`src/rtl/ddr3_request_arbiter.sv`:
```
// Two-requester front end for a DDR3 controller. It grants round-robin, holds one
// command at a time, and returns read data to whichever requester issued the read.
// Latency: req_ready is raised in the granting IDLE cycle. The enable goes high on the
//          next cycle. rsp_valid follows read acceptance by READ_LATENCY+1 cycles.
// Backpressure: a requester holds req_valid until req_ready. Once granted, the command
//               is held in ISSUE until main_state shows acceptance or TIMEOUT expires.
//
// Ports:
//   clk, reset          single clock; asynchronous active-high reset
//   req_valid/ready     per-requester handshake (bit n = requester n)
//   req_write           per-requester direction (1 = write)
//   req_address/data    per-requester address and write data, packed by requester index
//   rsp_valid/data      one-cycle read response (owner bit) and shared read data
//   timeout_error       sticky flag: a command was abandoned
//   write_enable, read_enable, i_user_data_address, data_to_ram  command to the controller
//   data_from_ram, main_state                                   status from the controller
module ddr3_request_arbiter #(
    parameter int unsigned ADDRESS_BITWIDTH      = 15,
    parameter int unsigned BANK_ADDRESS_BITWIDTH = 3,
    parameter int unsigned DQ_BITWIDTH           = 16,
    parameter logic [4:0]  STATE_WRITE_DATA      = 5'd8,
    parameter logic [4:0]  STATE_READ_DATA       = 5'd11,
    parameter int unsigned READ_LATENCY          = 6,
    parameter int unsigned TIMEOUT               = 1023
) (
    input  logic                                                    clk,
    input  logic                                                    reset,
    input  logic [1:0]                                              req_valid,
    output logic [1:0]                                              req_ready,
    input  logic [1:0]                                              req_write,
    input  logic [2*(BANK_ADDRESS_BITWIDTH+ADDRESS_BITWIDTH)-1:0]   req_address,
    input  logic [2*DQ_BITWIDTH-1:0]                                req_data,
    output logic [1:0]                                              rsp_valid,
    output logic [DQ_BITWIDTH-1:0]                                  rsp_data,
    output logic                                                    timeout_error,
    output logic                                                    write_enable,
    output logic                                                    read_enable,
    output logic [BANK_ADDRESS_BITWIDTH+ADDRESS_BITWIDTH-1:0]       i_user_data_address,
    output logic [DQ_BITWIDTH-1:0]                                  data_to_ram,
    input  logic [DQ_BITWIDTH-1:0]                                  data_from_ram,
    input  logic [4:0]                                              main_state
);

    localparam int unsigned AW     = BANK_ADDRESS_BITWIDTH + ADDRESS_BITWIDTH;
    localparam int unsigned WAIT_W = (TIMEOUT < 2) ? 1 : $clog2(TIMEOUT + 1);

    localparam logic [3:0]        LAT_LOAD  = 4'(READ_LATENCY - 1);
    localparam logic [WAIT_W-1:0] WAIT_LAST = WAIT_W'(TIMEOUT - 1);
    localparam logic [WAIT_W-1:0] WAIT_ONE  = WAIT_W'(1);

    typedef enum logic [1:0] {
        IDLE    = 2'd0,
        ISSUE   = 2'd1,
        RD_WAIT = 2'd2,
        RESP    = 2'd3
    } state_t;

    state_t                  state_q;
    logic                    owner_q;        // requester that owns the outstanding command
    logic                    last_q;         // requester granted most recently
    logic                    is_write_q;
    logic                    we_q;
    logic                    re_q;
    logic [AW-1:0]           addr_q;
    logic [DQ_BITWIDTH-1:0]  wdata_q;
    logic [DQ_BITWIDTH-1:0]  rsp_data_q;
    logic [1:0]              rsp_valid_q;
    logic                    timeout_q;
    logic [3:0]              lat_cnt_q;
    logic [WAIT_W-1:0]       wait_cnt_q;

    // Grant decision for the current IDLE cycle.
    logic                    grant_vld_d;
    logic                    grant_idx_d;
    logic                    grant_write_d;
    logic [AW-1:0]           grant_addr_d;
    logic [DQ_BITWIDTH-1:0]  grant_data_d;
    logic                    accept_d;
    logic                    timeout_hit_d;
    logic [1:0]              owner_onehot_d;

    always_comb begin
        grant_vld_d = (state_q == IDLE) && (req_valid != 2'b00);
        case (req_valid)
            2'b01:   grant_idx_d = 1'b0;
            2'b10:   grant_idx_d = 1'b1;
            // On a tie, the requester that was not granted last wins.
            2'b11:   grant_idx_d = ~last_q;
            default: grant_idx_d = 1'b0;
        endcase
        grant_write_d = grant_idx_d ? req_write[1] : req_write[0];
        grant_addr_d  = grant_idx_d ? req_address[2*AW-1:AW] : req_address[AW-1:0];
        grant_data_d  = grant_idx_d ? req_data[2*DQ_BITWIDTH-1:DQ_BITWIDTH]
                                    : req_data[DQ_BITWIDTH-1:0];
    end

    always_comb begin
        accept_d       = is_write_q ? (main_state == STATE_WRITE_DATA)
                                    : (main_state == STATE_READ_DATA);
        // wait_cnt_q counts completed ISSUE cycles, so TIMEOUT-1 marks the last one.
        timeout_hit_d  = (wait_cnt_q == WAIT_LAST);
        owner_onehot_d = {owner_q, ~owner_q};
    end

    // The handshake is combinational so that ready lands in the granting IDLE cycle
    // itself. It is gated by reset so no grant is seen while reset is held.
    assign req_ready = (grant_vld_d && !reset) ? {grant_idx_d, ~grant_idx_d} : 2'b00;

    always_ff @(posedge clk or posedge reset) begin
        if (reset) begin
            state_q     <= IDLE;
            owner_q     <= 1'b0;
            last_q      <= 1'b1;      // requester 0 wins the first tie
            is_write_q  <= 1'b0;
            we_q        <= 1'b0;
            re_q        <= 1'b0;
            addr_q      <= '0;
            wdata_q     <= '0;
            rsp_data_q  <= '0;
            rsp_valid_q <= 2'b00;
            timeout_q   <= 1'b0;
            lat_cnt_q   <= '0;
            wait_cnt_q  <= '0;
        end else begin
            rsp_valid_q <= 2'b00;
            case (state_q)
                IDLE: begin
                    if (grant_vld_d) begin
                        owner_q    <= grant_idx_d;
                        last_q     <= grant_idx_d;
                        is_write_q <= grant_write_d;
                        addr_q     <= grant_addr_d;
                        wdata_q    <= grant_data_d;
                        we_q       <= grant_write_d;
                        re_q       <= ~grant_write_d;
                        wait_cnt_q <= '0;
                        state_q    <= ISSUE;
                    end
                end

                ISSUE: begin
                    // Acceptance takes priority over a timeout in the same cycle.
                    if (accept_d) begin
                        we_q <= 1'b0;
                        re_q <= 1'b0;
                        if (is_write_q) begin
                            state_q <= IDLE;
                        end else begin
                            lat_cnt_q <= LAT_LOAD;
                            state_q   <= RD_WAIT;
                        end
                    end else if (timeout_hit_d) begin
                        we_q      <= 1'b0;
                        re_q      <= 1'b0;
                        timeout_q <= 1'b1;
                        if (is_write_q) begin
                            state_q <= IDLE;
                        end else begin
                            // An abandoned read still completes, with zero data, so the
                            // requester is never left waiting forever.
                            rsp_data_q  <= '0;
                            rsp_valid_q <= owner_onehot_d;
                            state_q     <= RESP;
                        end
                    end else begin
                        wait_cnt_q <= wait_cnt_q + WAIT_ONE;
                    end
                end

                RD_WAIT: begin
                    if (lat_cnt_q == 4'd0) begin
                        rsp_data_q  <= data_from_ram;
                        rsp_valid_q <= owner_onehot_d;
                        state_q     <= RESP;
                    end else begin
                        lat_cnt_q <= lat_cnt_q - 4'd1;
                    end
                end

                RESP: begin
                    state_q <= IDLE;
                end

                default: begin
                    state_q <= IDLE;
                end
            endcase
        end
    end

    assign write_enable        = we_q;
    assign read_enable         = re_q;
    assign i_user_data_address = addr_q;
    assign data_to_ram         = wdata_q;
    assign rsp_data            = rsp_data_q;
    assign rsp_valid           = rsp_valid_q;
    assign timeout_error       = timeout_q;

endmodule
```
`config.mk`:
```
export PLATFORM = sky130hd
export DESIGN_NAME = ddr3_request_arbiter
export DESIGN_NICKNAME = d
export VERILOG_FILES = /design/src/rtl/ddr3_request_arbiter.sv
export SDC_FILE = /design/constraint.sdc
export NUM_CORES = 1
export LEC_CHECK = 0
export ABC_AREA = 1
export ABC_CLOCK_PERIOD_IN_PS = 2100
export BUFFER_PORTS_ARGS = -buffer_cell sky130_fd_sc_hd__buf_4
export CORE_UTILIZATION = 44
export CTS_CLUSTER_DIAMETER = 50
export CTS_CLUSTER_SIZE = 10
export DETAILED_ROUTE_END_ITERATION = 8
export PLACE_DENSITY_LB_ADDON = 0.05
export SYNTH_ARGS = -nofsm -noshare
export SYNTH_HDL_FRONTEND = slang
export SYNTH_SLANG_ARGS = --single-unit
```
`constraint.sdc`:
```
create_clock -name clk -period 2.1 [get_ports clk]
set_input_delay 0.105 -clock clk [delete_from_list [all_inputs] [get_ports clk]]
set_output_delay 0.105 -clock clk [all_outputs]
set_load 0.02 [all_outputs]
```
==> impl_results.html <==
<table>
<tr><th>Metric</th><th>Value</th></tr>
<tr><th colspan="2">Drt</th></tr>
<tr><td>Detailed router's first-iteration violation count</td><td>179</td></tr>
<tr><td>Iteration count of the initial detailed-routing pass</td><td>5</td></tr>
<tr><td>Routed WL</td><td>10.1 mm</td></tr>
<tr><td>Residual DRC</td><td>0</td></tr>
<tr><td>Routed len/inst</td><td>13.8 µm</td></tr>
<tr><td>Number of routed nets with antenna violations</td><td>0</td></tr>
<tr><td>Vias after detailed routing</td><td>3619</td></tr>
<tr><td>Per-cell via count in the routed design</td><td>approximately 5</td></tr>
<tr><th colspan="2">Place</th></tr>
<tr><td>HPWL after detailed placement</td><td>6.99 mm</td></tr>
<tr><td>Routability cong.</td><td>0.788</td></tr>
<tr><td>Number of I/O port buffers</td><td>151</td></tr>
<tr><th colspan="2">Timing</th></tr>
<tr><td>Total negative slack</td><td>0 ns</td></tr>
<tr><td>Final clock period utilization by the worst path</td><td>0.944</td></tr>
<tr><td>Setup repair after global routing missed its margin</td><td>no</td></tr>
<tr><td>Pin slew with the least headroom to its limit</td><td>0.685 ns</td></tr>
<tr><td>Final Max Slew Viols</td><td>0</td></tr>
<tr><td>Fmax</td><td>505 MHz</td></tr>
<tr><td>Crit path time final</td><td>1.98 ns</td></tr>
<tr><td>Setup violators final</td><td>0</td></tr>
<tr><td>Relative max-transition margin</td><td>0.541</td></tr>
<tr><td>Setup Skew</td><td>0.00812 ns</td></tr>
<tr><td>Hold Vio Cnt, Final</td><td>0</td></tr>
<tr><th colspan="2">CTS</th></tr>
<tr><td>Clock tree from TritonCTS</td><td>yes</td></tr>
<tr><td>Clock root cell</td><td>sky130_fd_sc_hd__clkbuf_8</td></tr>
<tr><td>CTS H-Tree Depth</td><td>3</td></tr>
<tr><td>Number of sinks handled by clock tree synthesis</td><td>74</td></tr>
<tr><td>CTS clk-pin slew, worst paths</td><td>0.08 ns</td></tr>
<tr><td>Clock buffer count from CTS</td><td>9</td></tr>
<tr><td>Clk_lat worst skew</td><td>0.35 ns</td></tr>
<tr><td>Maximum count of clock buffers along a single path</td><td>2</td></tr>
<tr><th colspan="2">Global routing</th></tr>
<tr><td>Global-route total usage across every layer</td><td>0.240</td></tr>
<tr><td>Pin count of the biggest net entering global routing</td><td>between 40 and 50</td></tr>
<tr><td>Global-route congestion overflow total</td><td>0</td></tr>
<tr><td>Number of antenna violations at the first check in global routing</td><td>0</td></tr>
<tr><td>First-pass GRT wire length</td><td>16.3 mm</td></tr>
<tr><td>Vias in the first global route</td><td>3446</td></tr>
<tr><th colspan="2">Finish</th></tr>
<tr><td>Layout cells sized above 1</td><td>0.329</td></tr>
<tr><td>Nets</td><td>a little over 700</td></tr>
<tr><td>Number of antenna cells inserted</td><td>0</td></tr>
<tr><td>Area growth from synthesis to layout</td><td>39.6%</td></tr>
<tr><td>Fill cell instance count of the final layout</td><td>728</td></tr>
<tr><th colspan="2">Min path</th></tr>
<tr><td>Tightest Hold Check Type</td><td>input port to register</td></tr>
<tr><td>Hold path depth</td><td>3</td></tr>
<tr><th colspan="2">Yosys</th></tr>
<tr><td>Average cell area after synthesis</td><td>between 8 and 9 µm²</td></tr>
<tr><td>Biggest area contributors in the synthesized netlist</td><td>sky130_fd_sc_hd__dfrtp_1, sky130_fd_sc_hd__nand2_1, sky130_fd_sc_hd__o21ai_0</td></tr>
<tr><td>Gate count of the mapped netlist</td><td>465</td></tr>
<tr><td>Share of the synthesized area in the top cell type</td><td>0.487</td></tr>
<tr><td>Share of synthesized registers carrying an async set or reset</td><td>1.00</td></tr>
<tr><td>Post-Syn Nets</td><td>about 570</td></tr>
<tr><td>Yosys synthesis warning count</td><td>0</td></tr>
<tr><td>Largest area contributor in the netlist</td><td>sky130_fd_sc_hd__dfrtp_1</td></tr>
<tr><td>Share of synthesized area occupied by flip-flops and latches</td><td>0.494</td></tr>
<tr><td>Top_reg_cell synth</td><td>sky130_fd_sc_hd__dfrtp_1</td></tr>
<tr><td>Number of flops mapped to enable cells by yosys</td><td>0</td></tr>
<tr><td>Number of storage elements in the synthesis netlist</td><td>74</td></tr>
<tr><td>Most repeated cell in the gate-level netlist after synthesis</td><td>sky130_fd_sc_hd__nand2_1</td></tr>
<tr><td>Commonest cells in the synthesized netlist</td><td>sky130_fd_sc_hd__nand2_1, sky130_fd_sc_hd__dfrtp_1, sky130_fd_sc_hd__o21ai_0</td></tr>
<tr><td>Unique masters post-synth</td><td>33</td></tr>
<tr><td>Total standard cell area after synthesis</td><td>0.00375 mm²</td></tr>
<tr><th colspan="2">Power</th></tr>
<tr><td>Highest ir drop seen on vdd</td><td>0.693 mV</td></tr>
<tr><td>Overall power of the completed layout</td><td>6.49 mW</td></tr>
<tr><td>Power per cell area</td><td>roughly 1200 mW/mm²</td></tr>
<tr><td>Leakage dissipation</td><td>roughly 2.7 nW</td></tr>
<tr><th colspan="2">Critical path</th></tr>
<tr><td>Reg-to-reg critical path startpoint</td><td>last_q$_DFFE_PP1P_</td></tr>
<tr><td>CP startpoint kind</td><td>register</td></tr>
<tr><td>WP data arrival</td><td>1.88 ns</td></tr>
<tr><td>Worst Path Max Fanout</td><td>5</td></tr>
<tr><td>Number of cells on the critical path</td><td>7</td></tr>
<tr><td>Worst r2r path cells</td><td>5</td></tr>
<tr><td>Capturing element type of the critical path</td><td>output port</td></tr>
<tr><td>Endpoint of the most critical setup path</td><td>req_ready[1]</td></tr>
<tr><td>CP Data Required Time</td><td>2.00 ns</td></tr>
<tr><td>Largest delay contributor family on the critical path</td><td>buffers and inverters</td></tr>
<tr><td>R2r endpoint</td><td>i_user_data_address[0]$_DFFE_PP0P_</td></tr>
<tr><td>Slowest library cell on the worst path</td><td>sky130_fd_sc_hd__dfrtp_1</td></tr>
<tr><td>Critical path cell sequence</td><td>inv_2, ha_2, inv_1, a21oi_4, clkinvlp_4, nor3_1, buf_4</td></tr>
<tr><td>WS Path Type</td><td>register to output port</td></tr>
<tr><td>Buffering stage count on the worst path with inverters included</td><td>4</td></tr>
<tr><td>Setup slack on the worst flop-to-flop path</td><td>0.18 ns</td></tr>
<tr><td>Worst Setup SP</td><td>state_q[0]$_DFFE_PP0P_</td></tr>
<tr><td>Worst stage delay on the critical path</td><td>roughly 0.44 ns</td></tr>
<tr><th colspan="2">Floorplanning</th></tr>
<tr><td>Placeable core area</td><td>0.00822 mm²</td></tr>
<tr><td>Ports</td><td>152</td></tr>
<tr><td>Die span in y</td><td>between 90 and 100 µm</td></tr>
<tr><td>Width of the die</td><td>94.3 µm</td></tr>
<tr><td>Die Outline Area</td><td>0.00889 mm²</td></tr>
<tr><td>Number of rows created at floorplan</td><td>33</td></tr>
<tr><td>Initial Utilization</td><td>0.456</td></tr>
<tr><th colspan="2">Outcome</th></tr>
<tr><td>Status</td><td>finished, final reports clean</td></tr>
<tr><th colspan="2">Job</th></tr>
<tr><td>Max-cap violation count</td><td>0</td></tr>
</table>
routing by layer:
| layer | global-route usage | vias up | share of wire |
|---|---|---|---|
| met4 | 0.113 | 0 | 0.022 |
| met5 | 0 | - | 0 |
| met1 | 0.308 | 1660 | 0.43 |
| met2 | 0.383 | 132 | 0.49 |
| li1 | - | 1810 | - |
| met3 | 0.0502 | 17 | 0.063 |
sequential cells by signal (all words and copies together), names as in the netlist, named ones only:
register,flops
wait_cnt_q,10
state_q,1
rsp_data,16
i_user_data_address,18
lat_cnt_q,4
is_write_q,1
write_enable,1
timeout_error,1
owner_q,1
read_enable,1
data_to_ram,16
last_q,1
rsp_valid,2
final cells by class:
class                           count  area (µm²)  share of cell area
Sequential cell                    74        1850               0.354
Multi-Input combinational cell    341        1690               0.322
Timing Repair Buffer              165        1250               0.240
Clock buffer                       13         139              0.0266
Tap cell                          105         131              0.0251
Inverter                           29         116              0.0222
Clock inverter                      3        40.0             0.00766
Timing Repair inverter              2        10.0             0.00191
logic make-up (layout without fill, tap and decap cells):
logic type / after synthesis / in the layout / share of synthesized area
AO/OA/AOI/OAI: 94 / 94 / 0.132
AND/OR/NAND/NOR: 237 / 237 / 0.286
adder cells (fa/ha/maj): 6 / 6 / 0.0200
XOR/XNOR: 3 / 3 / 0.00701
flip-flops: 74 / 74 / 0.494
buffers and inverters: 50 / 212 / 0.0581
multiplexers: 1 / 1 / 0.00267
layout by cell type (no fill, tap or decap), types with 2 or more instances in the layout:
cell,count
sky130_fd_sc_hd__buf_4,163
sky130_fd_sc_hd__clkbuf_1,4
sky130_fd_sc_hd__clkbuf_8,9
sky130_fd_sc_hd__clkinv_2,2
sky130_fd_sc_hd__clkinvlp_2,2
sky130_fd_sc_hd__clkinvlp_4,2
sky130_fd_sc_hd__dfrtp_1,73
sky130_fd_sc_hd__ha_1,5
sky130_fd_sc_hd__inv_1,21
sky130_fd_sc_hd__inv_2,6
sky130_fd_sc_hd__nand2_1,139
sky130_fd_sc_hd__nand2_2,4
sky130_fd_sc_hd__nand2_4,3
sky130_fd_sc_hd__nand3_1,12
sky130_fd_sc_hd__nand3_2,3
sky130_fd_sc_hd__nand3b_1,17
sky130_fd_sc_hd__nor2_1,47
sky130_fd_sc_hd__nor2_4,2
sky130_fd_sc_hd__nor3_1,3
sky130_fd_sc_hd__nor3b_1,2
sky130_fd_sc_hd__o21ai_0,59
sky130_fd_sc_hd__o21ai_1,26
sky130_fd_sc_hd__o21bai_1,2
sky130_fd_sc_hd__o31ai_1,2
sky130_fd_sc_hd__or2_2,2
sky130_fd_sc_hd__xor2_1,3
stage by stage:
| stage | instances | hold WS (ns) | setup slack [ns] | util | area (µm²) |
|---|---|---|---|---|---|
| after global placement | 710 | 0.130 | 0.248 | 0.607 | 4990 |
| after CTS | 730 | 0.00202 | 0.00621 | 0.634 | 5210 |
| after global routing | 732 | 0.0163 | 0.00204 | 0.637 | 5230 |
| after detailed placement | 710 | 0.135 | 0.139 | 0.607 | 4990 |
| after floorplan | 465 | 0.275 | 0.115 | - | 3750 |
| final | 732 | 0.00924 | 0.119 | 0.637 | 5230 |
worst reg2reg max path, delay by kind of cell, from the launching register on:
| kind | cells | cell delay [ns] |
|---|---|---|
| compound gates | 2 | 0.51 |
| buf+inv | 1 | 0.58 |
| flops | 1 | 0.53 |
| simple gates | 2 | 0.18 |
worst min path at each step:
stage / startpoint / to
detailed placement: reset / i_user_data_address[16]$_DFFE_PP0P_
finish: req_data[22] / data_to_ram[6]$_DFFE_PP0P_
global placement: reset / data_to_ram[0]$_DFFE_PP0P_
global route: req_data[19] / data_to_ram[3]$_DFFE_PP0P_
floorplan: req_address[25] / i_user_data_address[7]$_DFFE_PP0P_
CTS: req_address[32] / i_user_data_address[14]$_DFFE_PP0P_
power breakdown:
group | switching, mW | internal [mW]
clock network | 0.510 | 0.548
registers | 0.336 | 1.94
logic | 1.92 | 1.24
timing repair:
action / CTS / global route
cloned: 1 / 1
resized for setup: 2 / 3
hold endpoints to repair: 15 / 0
endpoints found under the setup margin: 2 / 14
setup buffers: 2 / 1
hold buffers: 1 / 0
Power figures use the tool's default switching activity.
